`src/rtl/simon_pkg.sv`:
```
// Shared Simon key-schedule definitions: the five published z sequences,
// the expander FSM state type and the per-width round constant.
package simon_pkg;

  // Bit 61 holds the leftmost digit of each published sequence (z[0]).
  localparam logic [61:0] Z_SEQ [0:4] = '{
    62'b11111010001001010110000111001101111101000100101011000011100110,
    62'b10001110111110010011000010110101000111011111001001100001011010,
    62'b10101111011100000011010010011000101000010001111110010110110011,
    62'b11011011101011000110010111100000010010001010011100110100001111,
    62'b11010001111001101011011000100000010111000011001010010011101111
  };

  typedef enum logic [1:0] {
    ST_IDLE = 2'd0,
    ST_RUN  = 2'd1,
    ST_DONE = 2'd2
  } kexp_state_e;

  function automatic logic [63:0] round_const(input int word_w);
    logic [63:0] ones_v;
    ones_v = 64'hFFFF_FFFF_FFFF_FFFF >> (64 - word_w);
    return ones_v & ~64'd3;
  endfunction

  function automatic logic z_bit(input int seq, input logic [5:0] pos);
    logic [61:0] z_v;
    z_v = Z_SEQ[seq];
    return z_v[6'd61 - pos];
  endfunction

endpackage

```
`src/rtl/simon_kexp_step.sv`:
```
// One step of the Simon key recurrence: window of the last KEY_WORDS keys
// (word 0 oldest) plus the z bit produce the next round key.
module simon_kexp_step
  import simon_pkg::*;
#(
  parameter int WORD_W    = 16,
  parameter int KEY_WORDS = 4
) (
  input  logic [KEY_WORDS*WORD_W-1:0] window,
  input  logic                        z,
  output logic [WORD_W-1:0]           key_next
);

  localparam logic [63:0]       C_FULL = round_const(WORD_W);
  localparam logic [WORD_W-1:0] C_VAL  = C_FULL[WORD_W-1:0];

  logic [WORD_W-1:0] oldest_s;
  logic [WORD_W-1:0] newest_s;
  logic [WORD_W-1:0] third_s;
  logic [WORD_W-1:0] ror3_s;
  logic [WORD_W-1:0] tmp_s;
  logic [WORD_W-1:0] mix_s;

  assign oldest_s = window[0 +: WORD_W];
  assign newest_s = window[(KEY_WORDS-1)*WORD_W +: WORD_W];
  // With four key words, word 1 of the window is k[i-3].
  assign third_s  = window[WORD_W +: WORD_W];

  assign ror3_s   = {newest_s[2:0], newest_s[WORD_W-1:3]};
  assign tmp_s    = (KEY_WORDS == 4) ? (ror3_s ^ third_s) : ror3_s;
  assign mix_s    = tmp_s ^ {tmp_s[0], tmp_s[WORD_W-1:1]};
  assign key_next = C_VAL ^ {{(WORD_W-1){1'b0}}, z} ^ oldest_s ^ mix_s;

endmodule

```
`src/rtl/simon_key_expander.sv`:
```
// Iterative Simon key expander streaming one round key per handshake.
// Define SIMON_KEXP_TABLE_EN to add a readable round-key table.
module simon_key_expander
  import simon_pkg::*;
#(
  parameter int WORD_W    = 16,
  parameter int KEY_WORDS = 4,
  parameter int ROUNDS    = 32,
  parameter int Z_IDX     = 0
) (
  input  logic                          clk,
  input  logic                          rst_n,
  input  logic                          start,
  input  logic [KEY_WORDS*WORD_W-1:0]   key,
  output logic                          busy,
  output logic                          rk_valid,
  input  logic                          rk_ready,
  output logic [$clog2(ROUNDS)-1:0]     rk_idx,
  output logic [WORD_W-1:0]             rk_data,
  output logic                          done
`ifdef SIMON_KEXP_TABLE_EN
  ,
  input  logic [$clog2(ROUNDS)-1:0]     rd_idx,
  output logic [WORD_W-1:0]             rd_key,
  output logic                          tbl_full
`endif
);

  localparam int                IDX_W    = $clog2(ROUNDS);
  localparam int                CNT_W    = 7;
  localparam logic [CNT_W-1:0]  LAST_IDX = CNT_W'(ROUNDS - 1);
  localparam logic [CNT_W-1:0]  M_IDX    = CNT_W'(KEY_WORDS);

  if (!((WORD_W == 16) || (WORD_W == 24) || (WORD_W == 32) ||
        (WORD_W == 48) || (WORD_W == 64))) begin : g_bad_word_w
    $error("simon_key_expander: illegal WORD_W");
  end
  if ((KEY_WORDS < 2) || (KEY_WORDS > 4)) begin : g_bad_key_words
    $error("simon_key_expander: illegal KEY_WORDS");
  end
  if ((ROUNDS < KEY_WORDS) || (ROUNDS > 72)) begin : g_bad_rounds
    $error("simon_key_expander: illegal ROUNDS");
  end
  if ((Z_IDX < 0) || (Z_IDX > 4)) begin : g_bad_z_idx
    $error("simon_key_expander: illegal Z_IDX");
  end

  kexp_state_e       state_r, state_nxt;
  logic [CNT_W-1:0]  idx_r, idx_nxt, nidx_s;
  logic [5:0]        zc_r, zc_nxt, zpos_s;
  logic [WORD_W-1:0] win_r   [KEY_WORDS];
  logic [WORD_W-1:0] win_nxt [KEY_WORDS];
  logic [WORD_W-1:0] shift_s [KEY_WORDS];
  logic [WORD_W-1:0] rk_data_r, rk_data_nxt;
  logic              rk_valid_r, rk_valid_nxt;
  logic              busy_r, busy_nxt;
  logic              done_r, done_nxt;
  logic              hs_s;
  logic              past_m_s;
  logic              z_s;
  logic [WORD_W-1:0] master_sel_s;
  logic [WORD_W-1:0] next_key_s;
  logic [KEY_WORDS*WORD_W-1:0] step_win_s;

  assign hs_s     = rk_valid_r & rk_ready;
  assign past_m_s = (idx_r >= M_IDX);
  assign nidx_s   = idx_r + 7'd1;
  assign z_s      = z_bit(Z_IDX, zpos_s);

  // Window as seen by the recurrence for the key after the current one.
  always_comb begin
    for (int j = 0; j < KEY_WORDS - 1; j++) begin
      shift_s[j] = win_r[j+1];
    end
    shift_s[KEY_WORDS-1] = rk_data_r;
    step_win_s   = '0;
    master_sel_s = '0;
    for (int j = 0; j < KEY_WORDS; j++) begin
      step_win_s[j*WORD_W +: WORD_W] = past_m_s ? shift_s[j] : win_r[j];
      master_sel_s = (CNT_W'(j) == nidx_s) ? win_r[j] : master_sel_s;
    end
    if (past_m_s) begin
      zpos_s = (zc_r == 6'd61) ? 6'd0 : (zc_r + 6'd1);
    end else begin
      zpos_s = zc_r;
    end
  end

  simon_kexp_step #(
    .WORD_W    (WORD_W),
    .KEY_WORDS (KEY_WORDS)
  ) u_step (
    .window   (step_win_s),
    .z        (z_s),
    .key_next (next_key_s)
  );

  // FSM next state and next register values; rk_data is prepared one key ahead.
  always_comb begin
    state_nxt    = state_r;
    idx_nxt      = idx_r;
    zc_nxt       = zc_r;
    rk_data_nxt  = rk_data_r;
    rk_valid_nxt = rk_valid_r;
    busy_nxt     = busy_r;
    done_nxt     = 1'b0;
    for (int j = 0; j < KEY_WORDS; j++) begin
      win_nxt[j] = win_r[j];
    end
    case (state_r)
      ST_IDLE: begin
        if (start) begin
          state_nxt    = ST_RUN;
          idx_nxt      = '0;
          zc_nxt       = '0;
          rk_data_nxt  = key[0 +: WORD_W];
          rk_valid_nxt = 1'b1;
          busy_nxt     = 1'b1;
          for (int j = 0; j < KEY_WORDS; j++) begin
            win_nxt[j] = key[j*WORD_W +: WORD_W];
          end
        end else begin
          rk_valid_nxt = 1'b0;
          busy_nxt     = 1'b0;
        end
      end
      ST_RUN: begin
        if (hs_s) begin
          if (idx_r == LAST_IDX) begin
            state_nxt    = ST_DONE;
            rk_valid_nxt = 1'b0;
            done_nxt     = 1'b1;
          end else begin
            idx_nxt     = nidx_s;
            rk_data_nxt = (nidx_s < M_IDX) ? master_sel_s : next_key_s;
            if (past_m_s) begin
              zc_nxt = zpos_s;
              for (int j = 0; j < KEY_WORDS; j++) begin
                win_nxt[j] = shift_s[j];
              end
            end else begin
              zc_nxt = zc_r;
            end
          end
        end else begin
          state_nxt = ST_RUN;
        end
      end
      ST_DONE: begin
        state_nxt    = ST_IDLE;
        rk_valid_nxt = 1'b0;
        busy_nxt     = 1'b0;
      end
      default: begin
        state_nxt    = ST_IDLE;
        idx_nxt      = '0;
        zc_nxt       = '0;
        rk_data_nxt  = '0;
        rk_valid_nxt = 1'b0;
        busy_nxt     = 1'b0;
      end
    endcase
  end

  // State and output registers.
  always_ff @(posedge clk or negedge rst_n) begin
    if (!rst_n) begin
      state_r    <= ST_IDLE;
      idx_r      <= '0;
      zc_r       <= '0;
      rk_data_r  <= '0;
      rk_valid_r <= 1'b0;
      busy_r     <= 1'b0;
      done_r     <= 1'b0;
      for (int j = 0; j < KEY_WORDS; j++) begin
        win_r[j] <= '0;
      end
    end else begin
      state_r    <= state_nxt;
      idx_r      <= idx_nxt;
      zc_r       <= zc_nxt;
      rk_data_r  <= rk_data_nxt;
      rk_valid_r <= rk_valid_nxt;
      busy_r     <= busy_nxt;
      done_r     <= done_nxt;
      for (int j = 0; j < KEY_WORDS; j++) begin
        win_r[j] <= win_nxt[j];
      end
    end
  end

  assign busy     = busy_r;
  assign rk_valid = rk_valid_r;
  assign rk_idx   = idx_r[IDX_W-1:0];
  assign rk_data  = rk_data_r;
  assign done     = done_r;

`ifdef SIMON_KEXP_TABLE_EN
  logic [WORD_W-1:0] tbl_r [ROUNDS];
  logic [WORD_W-1:0] rd_key_r;
  logic              tbl_full_r;

  // Table storage; contents survive a new start.
  always_ff @(posedge clk) begin
    if (hs_s) begin
      tbl_r[idx_r] <= rk_data_r;
    end
  end

  // Registered read port (old data on a same-index write) and full flag.
  always_ff @(posedge clk or negedge rst_n) begin
    if (!rst_n) begin
      rd_key_r   <= '0;
      tbl_full_r <= 1'b0;
    end else begin
      rd_key_r <= (CNT_W'(rd_idx) < CNT_W'(ROUNDS)) ? tbl_r[rd_idx] : '0;
      if ((state_r == ST_IDLE) && start) begin
        tbl_full_r <= 1'b0;
      end else if (hs_s && (idx_r == LAST_IDX)) begin
        tbl_full_r <= 1'b1;
      end else begin
        tbl_full_r <= tbl_full_r;
      end
    end
  end

  assign rd_key   = rd_key_r;
  assign tbl_full = tbl_full_r;
`endif

endmodule

```
`config.mk`:
```
export PLATFORM = sky130hd
export DESIGN_NAME = simon_key_expander
export DESIGN_NICKNAME = d
export VERILOG_FILES = /design/src/rtl/simon_pkg.sv /design/src/rtl/simon_kexp_step.sv /design/src/rtl/simon_key_expander.sv
export SDC_FILE = /design/constraint.sdc
export NUM_CORES = 1
export LEC_CHECK = 0
export BUFFER_PORTS_ARGS = -buffer_cell sky130_fd_sc_hd__buf_2
export CORE_ASPECT_RATIO = 0.9
export CORE_MARGIN = 2
export CORE_UTILIZATION = 45
export CTS_CLUSTER_SIZE = 10
export DETAILED_ROUTE_END_ITERATION = 12
export PLACE_DENSITY = 0.7
export SETUP_SLACK_MARGIN = 0.1
export SYNTH_ARGS = -nofsm -noshare
export SYNTH_HDL_FRONTEND = slang
export SYNTH_SLANG_ARGS = --single-unit
```
`constraint.sdc`:
```
create_clock -name clk -period 3.54 [get_ports clk]
set_input_delay 1.062 -clock clk [delete_from_list [all_inputs] [get_ports clk]]
set_output_delay 1.062 -clock clk [all_outputs]
set_load 0.03 [all_outputs]
```
Yosys cells after proc, flatten, opt, wreduce, memory -nomap -nowiden
Memory sizes are Yosys's and may differ from the RTL's.
Index checks and enable logic that the tools add are counted.
- reduce and logical (&&, ||, !) cells: 8
- add/subtract/negate cells: 3
- bitwise gates (word level): 6
- equality and inequality tests: 13
- magnitude comparators: 3
- muxes and demuxes: 41
- operator list (cell ; count):
    $mux 64 ; 4
    $mux 16 ; 11
    $pmux 64 s2 ; 1
    $xor 16x16->16 ; 4
    $pmux 16 s3 ; 1
    $mux 6 ; 6
    $mux 7 ; 3
    $pmux 7 s3 ; 1
    $pmux 6 s3 ; 1
    $eq 2x7->1 const A ; 2
    $ne 2x2->1 const B ; 5
    $reduce_and 5->1 ; 2
    $add 7x1->7 const B ; 1
    $eq 1x7->1 const A ; 1
    $eq 7x5->1 const B ; 1
    $ge 7x3->1 const B ; 1
    $logic_not 7->1 ; 1
    $lt 6x7->1 const B ; 1
    $lt 7x3->1 const B ; 1
    $mux 1 ; 7
    $add 6x1->6 const B ; 1
    $eq 6x6->1 const B ; 1
    $mux 2 ; 3
    $sub 6x6->6 const A ; 1
    11 further kinds ; 13
- memories: 1
- output and inout port bits: 24
- bits in read-only memories: 64
- register bits after elaboration: 98
- logic and storage cells: 86
- memory list (name ; words ; width ; read ports ; clocked after memory_dff ; wr ports ; RTL line ; text):
    (no name shown) ; 64 ; 1 ; 1 ; 0 ; 0 ; simon_pkg.sv:29 ; return z_v[6'd61 - pos];

Logic depth before layout (Yosys ltp)
Gate-level depths: netlist (run 1).
- word-level depth: 12
- depth in mapped cells: 13

Cells and area by module
From an unflattened synthesis (run 1), not the netlist that was laid out.
- cell total of the unflattened synthesis: 892
- area total of the unflattened synthesis: 7241.9 um^2
- by module, submodules not included (module ; cells an instance ; area an instance (um^2) ; sequential area each (um^2) ; instances):
    simon_key_expander ; 859 ; 6723.9 ; 2452.4 ; 1
    simon_kexp_step ; 33 ; 518.0 ; 0.0 ; 1

Worst setup path before layout (run 1)
Ideal clock, no wire load.
- path type: reg-to-reg
- from: reg idx_r[5]
- to: reg rk_data_r[0] (netlist: rk_data[0])
- buffers on the path: 1
- setup time: 0.124 ns
- data required time: 3.416 ns
- arrival: 3.273 ns
- stages on the path, launching flop included: 14
- period minus slack after synthesis: 3.397 ns
- setup slack: 0.143 ns
- cells stage by stage: dfrtp_1 > or4_1 > buf_2 > nor2_4 > o21ai_1 > nand2_1 > ha_1 > inv_2 > and4_4 > nor2_2 > mux4_2 > mux4_2 > mux2i_1 > or2_1
- longest elaborated chain between the ends: 11
- elaborated cells between the ends (all ways): 29
- those cells by class: 2 x add/sub; 2 x order compare; 5 x eq/ne; 13 x mux; 4 x bitwise; 2 x reduce/logical; 1 x memory
- RTL lines (element ; RTL line ; text):
    start: declaration ; simon_key_expander.sv:49 ; logic [CNT_W-1:0] idx_r, idx_nxt, nidx_s;
    start signal: assignment ; simon_key_expander.sv:180 ; idx_r <= idx_nxt;
    $ge 7x3->1 ; simon_key_expander.sv:66 ; assign past_m_s = (idx_r >= M_IDX);
    $mux 6 ; simon_key_expander.sv:82 ; if (past_m_s) begin
    $sub 6x6->6 ; simon_pkg.sv:29 ;
    $mem_v2 64x1 ; - ;
    $mux 1 (not written as such) ; simon_pkg.sv:29 ;
    $xor 16x16->16 (2 in series) ; simon_kexp_step.sv:32 ; assign key_next = C_VAL ^ {{(WORD_W-1){1'b0}}, z} ^ oldest_s ^ mix_s;
    $mux 16 ; simon_key_expander.sv:135 ; rk_data_nxt = (nidx_s < M_IDX) ? master_sel_s : next_key_s;
    $mux 16 ; simon_key_expander.sv:129 ; if (idx_r == LAST_IDX) begin
    $mux 16 ; simon_key_expander.sv:128 ; if (hs_s) begin
    $pmux 16 s3 ; simon_key_expander.sv:110 ; case (state_r)
    end signal: assignment ; simon_key_expander.sv:182 ; rk_data_r <= rk_data_nxt;
    end: declaration ; simon_key_expander.sv:54 ; logic [WORD_W-1:0] rk_data_r, rk_data_nxt;
Several ways; a longest one is shown, not always the timed one. The select of a mux whose other input is x is not followed.
A chain may end at the register's enable or synchronous reset.

Worst setup path in the final report (run 1)
Ends and elaborated chain as after synthesis.

==> results of run 1 <==
[cell type report]
class                           count  area [um^2]
Clock buffer                       12          236
Clock inverter                      3         17.5
Fill cell                        1452         7060
Inverter                           14         52.6
Multi-Input combinational cell    654         3940
Sequential cell                    98         2450
Tap cell                          198          248
Timing Repair Buffer              119          706
[cells by family (layout without fill, tap and decap cells)]
| kind of cell | after synthesis | after routing | share of synthesized area |
|---|---|---|---|
| AND/OR/NAND/NOR | 331 | 331 | 0.203 |
| AO/OA/AOI/OAI | 207 | 207 | 0.204 |
| flip-flops | 98 | 98 | 0.363 |
| buffers and inverters | 91 | 148 | 0.0624 |
| XOR/XNOR | 81 | 81 | 0.105 |
| multiplexers | 20 | 20 | 0.0352 |
| adder cells (fa/ha/maj) | 15 | 15 | 0.0278 |
[worst max-delay path by stage]
stage                        start    endpoint  slack (ns)  depth (start not counted)
final                     idx_r[5]  rk_data[0]        0.19                         12
after global placement    idx_r[5]  rk_data[0]        0.22                         12
after CTS                 idx_r[5]  rk_data[0]        0.15                         12
after detailed placement   zc_r[1]  rk_data[0]        0.17                         13
after global routing      idx_r[5]  rk_data[0]        0.09                         12
after floorplan           idx_r[5]  rk_data[0]        0.14                         13
[power groups by stage]
stage	clock network, uW	registers [uW]	logic, uW
after floorplan	0	2110	4090
after global placement	0	2360	4810
after detailed placement	0	2370	4910
after CTS	909	2350	4960
after global routing	964	2440	5690
final	898	2370	5100
[registers in the layout, summed over array words and instances (netlist names)]
signal / cells
busy: 1
done: 1
idx_r: 7
rk_data: 16
rk_valid: 1
shift_s: 48
state_r: 2
win_r: 16
zc_r: 6
[worst max-delay path, cell delays in order (launching register included)]
cell,delay [ns]
dfrtp_1,0.43
or4_4,0.56
nor2_4,0.19
o21ai_2,0.09
nand2_1,0.11
ha_1,0.16
inv_2,0.05
and4_4,0.16
nor2_4,0.14
mux4_2,0.51
mux4_2,0.49
mux2i_1,0.13
or2_1,0.22
[stage by stage]
stage,util,setup slack [ns],instance area [um^2],power (uW)
after floorplan,-,0.143,6760,6200
after global placement,0.498,0.223,7320,7160
after detailed placement,0.498,0.165,7320,7280
after CTS,0.515,0.152,7580,8210
after global routing,0.520,0.0908,7650,9080
final,0.520,0.186,7650,8370
[layer usage]
layer,vias up,track usage
met5,-,0
met4,0,0.0765
met3,30,0.0503
met2,250,0.366
met1,2889,0.349
li1,3008,-
[synthesized netlist by cell type (4+ instances only)]
library cell | n | area share
o21ai_1 | 10 | 0.0074
xnor2_1 | 50 | 0.065
or2_2 | 4 | 0.0037
mux2i_1 | 17 | 0.025
a211o_1 | 4 | 0.0052
a32o_1 | 13 | 0.019
buf_4 | 21 | 0.023
o211ai_1 | 23 | 0.026
dfrtp_1 | 98 | 0.36
nand3_1 | 10 | 0.0074
o21ai_0 | 11 | 0.0081
xor2_1 | 31 | 0.040
nor2_1 | 106 | 0.059
a21oi_1 | 39 | 0.029
clkbuf_1 | 53 | 0.029
inv_1 | 11 | 0.0061
a31oi_1 | 78 | 0.072
nand2_1 | 181 | 0.10
nand2b_1 | 4 | 0.0037
o22ai_1 | 4 | 0.0037
ha_1 | 15 | 0.028
[repair_timing]
item / 4_1_cts / 5_1_grt
setup buffers: 0 / 4
hold buffers: 0 / 0
endpoints found under the setup margin: 0 / 1
gates resized for setup: 0 / 12
==> impl_metrics.env, run 1 <==
export IMPL_routed_wl_um=18800
export IMPL_ys_ff_latch=98
export IMPL_ys_types=59
export IMPL_wl_per_cell_um=17.1
export IMPL_hp_class="reg2reg"
export IMPL_worstHoldStart="busy"
export IMPL_top_layer="met4"
export IMPL_antenna_found_initial=0
export IMPL_fin_nets=979
export IMPL_avgViaCountPerCell=5.63
export IMPL_critPathCaptureType="flip-flop"
export IMPL_power_density_mw_per_mm2=1090
export IMPL_io_pins=92
export IMPL_max_freq_ghz=0.298
export IMPL_hpwl_um=12800
export IMPL_setup_viol=0
export IMPL_clkPwrFrac=0.107
export IMPL_reg2reg_slack_ns=0.19
export IMPL_dp_cells=1079
export IMPL_grt_ovfl_total=0
export IMPL_die_y_um=120
export IMPL_syn_num_nets=926
export IMPL_ctsRootBufferMaster="clkbuf_16"
export IMPL_track_usage=0.242
export IMPL_clkSinkCount=98
export IMPL_wl_met2_um=8370
export IMPL_cts_buffers=9
export IMPL_p_seq_frac=0.283
export IMPL_grt_pass1_wl_um=30900
export IMPL_ir_drop_v=0.000375
export IMPL_whs_endpoint="busy"
export IMPL_ys_flop_type="dfrtp_1"
export IMPL_rr_worst_depth=12
export IMPL_met1_length_um=8740
export IMPL_maxCapViolCount=0
export IMPL_firstDrtPassIters=5
export IMPL_yosysWarnings=0
export IMPL_slew_limit_headroom=0.365
export IMPL_synth_seq_area_share=0.363
export IMPL_rsz0062_at_grt="false"
export IMPL_hold_viol=0
export IMPL_status="completed"
export IMPL_diodes=0
export IMPL_die_w_um=133
export IMPL_critical_path_required_ns=3.78
export IMPL_area_growth_pct=13.2
export IMPL_power_leakage_uw=0.00326
export IMPL_clk_pin_slew_worst_paths_ns=0.06
export IMPL_r2r_end="rk_data[0]"
export IMPL_drv_slew=0
export IMPL_cp_arrival_ns=3.59
export IMPL_drc_errors=0
export IMPL_cp_max_fo=4
export IMPL_async_flop_share=1.00
export IMPL_hold_depth=2
export IMPL_crit_path_start_kind="flip-flop"
export IMPL_vias=6177
export IMPL_final_common_cell="nand2_1"
export IMPL_drive_above_1_share=0.179
export IMPL_start_util=0.460
export IMPL_syn_avg_cell_area_um2=8.02
export IMPL_port_buffers=91
export IMPL_gp_congestion=0.846
export IMPL_fin_cells=1098
export IMPL_min_period_ns=3.35
export IMPL_ant_nets=0
export IMPL_tightest_slew_ns=0.952
export IMPL_finalClockSkew_ns=0.00733
export IMPL_synth_edf_count=0
export IMPL_grt_pass1_vias=5863
export IMPL_cts_tree="built"
export IMPL_drt_iter0_drc=521
export IMPL_r2r_start="idx_r[5]"
export IMPL_grt_max_degree=129
export IMPL_clk_latency_ns=0.35
export IMPL_design_core_area_mm2=0.0147
export IMPL_power_switching_uw=3940
export IMPL_cts_path_max_buffers=2
export IMPL_row_count=42
export IMPL_final_cell_mix="nand2_1 (180), nor2_1 (106), dfrtp_1 (96)"
export IMPL_crit_type="reg2reg"
export IMPL_holdWs_ns=0.533
export IMPL_synthCells=843
export IMPL_synth_area_mm2=0.00676
export IMPL_wl_met3_um=1270
export IMPL_switching_share=0.471
export IMPL_power_internal_uw=4430
export IMPL_die_area_mm2=0.0160
export IMPL_pwr_share_comb=0.610
export IMPL_h_tree_depth=3
export IMPL_fin_crit_sh=0.947
export IMPL_setup_tns_final_ns=0
Power figures use the tool's default switching activity.
==> run 2, diff against run 1 <==
--- a/config.mk
+++ b/config.mk
@@ -9,6 +9,7 @@
 export CORE_ASPECT_RATIO = 0.9
 export CORE_MARGIN = 2
 export CORE_UTILIZATION = 45
+export CTS_BUF_LIST = sky130_fd_sc_hd__clkbuf_2 sky130_fd_sc_hd__clkbuf_4 sky130_fd_sc_hd__clkbuf_8
 export CTS_CLUSTER_SIZE = 10
 export DETAILED_ROUTE_END_ITERATION = 12
 export PLACE_DENSITY = 0.7
==> run 2 against run 1 <==
  * Final area shrank 1.1%
  * Clock-buffer cell count is the same
  * Core utilization decreased by 0.57 points
  * Critical path depth unchanged
  * Clock power is 25% lower
  * Sequential power barely moved
  * First-iteration DRC count increased by 17%
  * Combinational power barely moved
  * Global-route usage is essentially flat
  * Cell count barely moved
  * Critical endpoint unchanged
  * Largest cell class unchanged
  * Largest power group unchanged
==> impl_metrics.env, run 2 (same netlist as run 1, synthesis figures left out) <==
export IMPL_die_y_um=120
export IMPL_grt_max_degree=129
export IMPL_drv_slew=0
export IMPL_largest_reg_flops=48
export IMPL_ctsRootBufferMaster="clkbuf_8"
export IMPL_routed_wl_um=18800
export IMPL_final_cell_mix="nand2_1 (180), nor2_1 (106), dfrtp_1 (96)"
export IMPL_holdWs_ns=0.540
export IMPL_cts_path_max_buffers=2
export IMPL_clk_latency_ns=0.39
export IMPL_cp_max_fo=4
export IMPL_area_growth_pct=11.9
export IMPL_power_density_mw_per_mm2=1080
export IMPL_clk_pin_slew_worst_paths_ns=0.09
export IMPL_vias=6262
export IMPL_dp_cells=1079
export IMPL_cts_hold_buffers=0
export IMPL_hpwl_um=12800
export IMPL_hp_class="reg2reg"
export IMPL_ir_drop_v=0.000395
export IMPL_h_tree_depth=3
export IMPL_ant_nets=0
export IMPL_critPathCaptureType="flip-flop"
export IMPL_placed_area_mm2=0.00732
export IMPL_drive_above_1_share=0.184
export IMPL_maxCapViolCount=0
export IMPL_design_core_area_mm2=0.0147
export IMPL_crit_type="reg2reg"
export IMPL_power_internal_uw=4240
export IMPL_max_freq_ghz=0.299
export IMPL_hold_viol=0
export IMPL_gp_congestion=0.846
export IMPL_track_usage=0.242
export IMPL_rsz0062_at_grt="false"
export IMPL_switching_share=0.481
export IMPL_power_switching_uw=3930
export IMPL_drt_iter0_drc=607
export IMPL_grt_ovfl_total=0
export IMPL_port_buffers=91
export IMPL_path_cells="or4_4 > nor2_4 > o21ai_2 > nand2_1 > ha_2 > inv_2 > and4_4 > nor2_4 > mux4_2 > mux4_2 > mux2i_1 > or2_1"
export IMPL_setup_viol=0
export IMPL_final_cell_area_mm2=0.00757
export IMPL_clkPwrFrac=0.082
export IMPL_min_period_ns=3.35
export IMPL_pwr_share_comb=0.628
export IMPL_row_count=42
export IMPL_wl_per_cell_um=17.1
export IMPL_grt_pass1_vias=5902
export IMPL_grt_pass1_wl_um=30900
export IMPL_p_seq_frac=0.290
export IMPL_setup_tns_final_ns=0
export IMPL_slew_limit_headroom=0.371
export IMPL_fin_nets=980
export IMPL_cp_arrival_ns=3.62
export IMPL_drc_errors=0
export IMPL_die_w_um=133
export IMPL_firstDrtPassIters=5
export IMPL_finalClockSkew_ns=0.0122
export IMPL_fin_crit_sh=0.945
export IMPL_cts_tree="built"
export IMPL_final_common_cell="nand2_1"
export IMPL_fin_cells=1099
export IMPL_power_leakage_uw=0.00322
export IMPL_antenna_found_initial=0
export IMPL_clkSinkCount=98
export IMPL_crit_path_top_delay_cell="or4_4"
export IMPL_slowest_delay_ns=0.56
export IMPL_start_util=0.460
export IMPL_avgViaCountPerCell=5.70
export IMPL_diodes=0
export IMPL_cts_buffers=9
export IMPL_status="completed"
export IMPL_power_total_uw=8170
export IMPL_crit_path_start_kind="flip-flop"
export IMPL_fillers=1463
export IMPL_tightest_slew_ns=0.944
export IMPL_io_pins=92
export IMPL_die_area_mm2=0.0160
export IMPL_critical_path_required_ns=3.82
[run 2: final timing paths]
kind	start	end	slack [ns]	depth (start not counted)
min reg2reg	busy	busy	0.54	2
min	busy	busy	0.54	2
max in group asynchronous	rst_n	zc_r[0]	2.16	2
max	idx_r[5]	rk_data[0]	0.19	12
min in group asynchronous	rst_n	shift_s[26]	0.66	1
max reg2reg	idx_r[5]	rk_data[0]	0.19	12
[run 2: per-stage QoR]
stage,util,setup slack (ns)
detailed placement,0.498,0.165
floorplan,-,0.143
finish,0.514,0.193
CTS,0.509,0.148
global route,0.514,0.0805
global placement,0.498,0.223
[run 2: power by group through the flow]
stage                     Combinational (uW)  Clock (uW)  Sequential (uW)
after floorplan                         4090           0             2110
after CTS                               4950         685             2340
final                                   5130         672             2370
after global routing                    5710         734             2430
after global placement                  4810           0             2360
after detailed placement                4910           0             2370
[run 2: critical path: cells and delay by family, from the launching register on]
kind | cells | cell delay (ns)
buffers and inverters | 1 | 0.05
DFF | 1 | 0.44
muxes | 3 | 1.14
and+or+nand+nor | 6 | 1.38
adders and majority gates | 1 | 0.18
AOI/OAI and AO/OA | 1 | 0.08
[run 2: area by class of cell]
cell class,instances,area (um^2),area share
clock buffers,12,146,0.0193
multi-input cells,654,3940,0.520
repair buffers,120,713,0.0942
well taps,198,248,0.0327
flip-flops and latches,98,2450,0.324
inverters,14,52.6,0.00694
clock inverters,3,17.5,0.00231
[run 2: what timing repair did]
action / 4_1_cts / 5_1_grt
resized for setup: 0 / 13
buffers inserted: 0 / 5
hold endpoints to repair: 0 / 0
endpoints found under the setup margin: 0 / 1
[run 2: metal layers]
metal | global-route usage | part of all wire | wire [um]
met4 | 0.0918 | 0.022 | 412
met2 | 0.361 | 0.44 | 8290
met5 | 0 | 0 | 0
met3 | 0.0415 | 0.056 | 1060
met1 | 0.351 | 0.48 | 9070
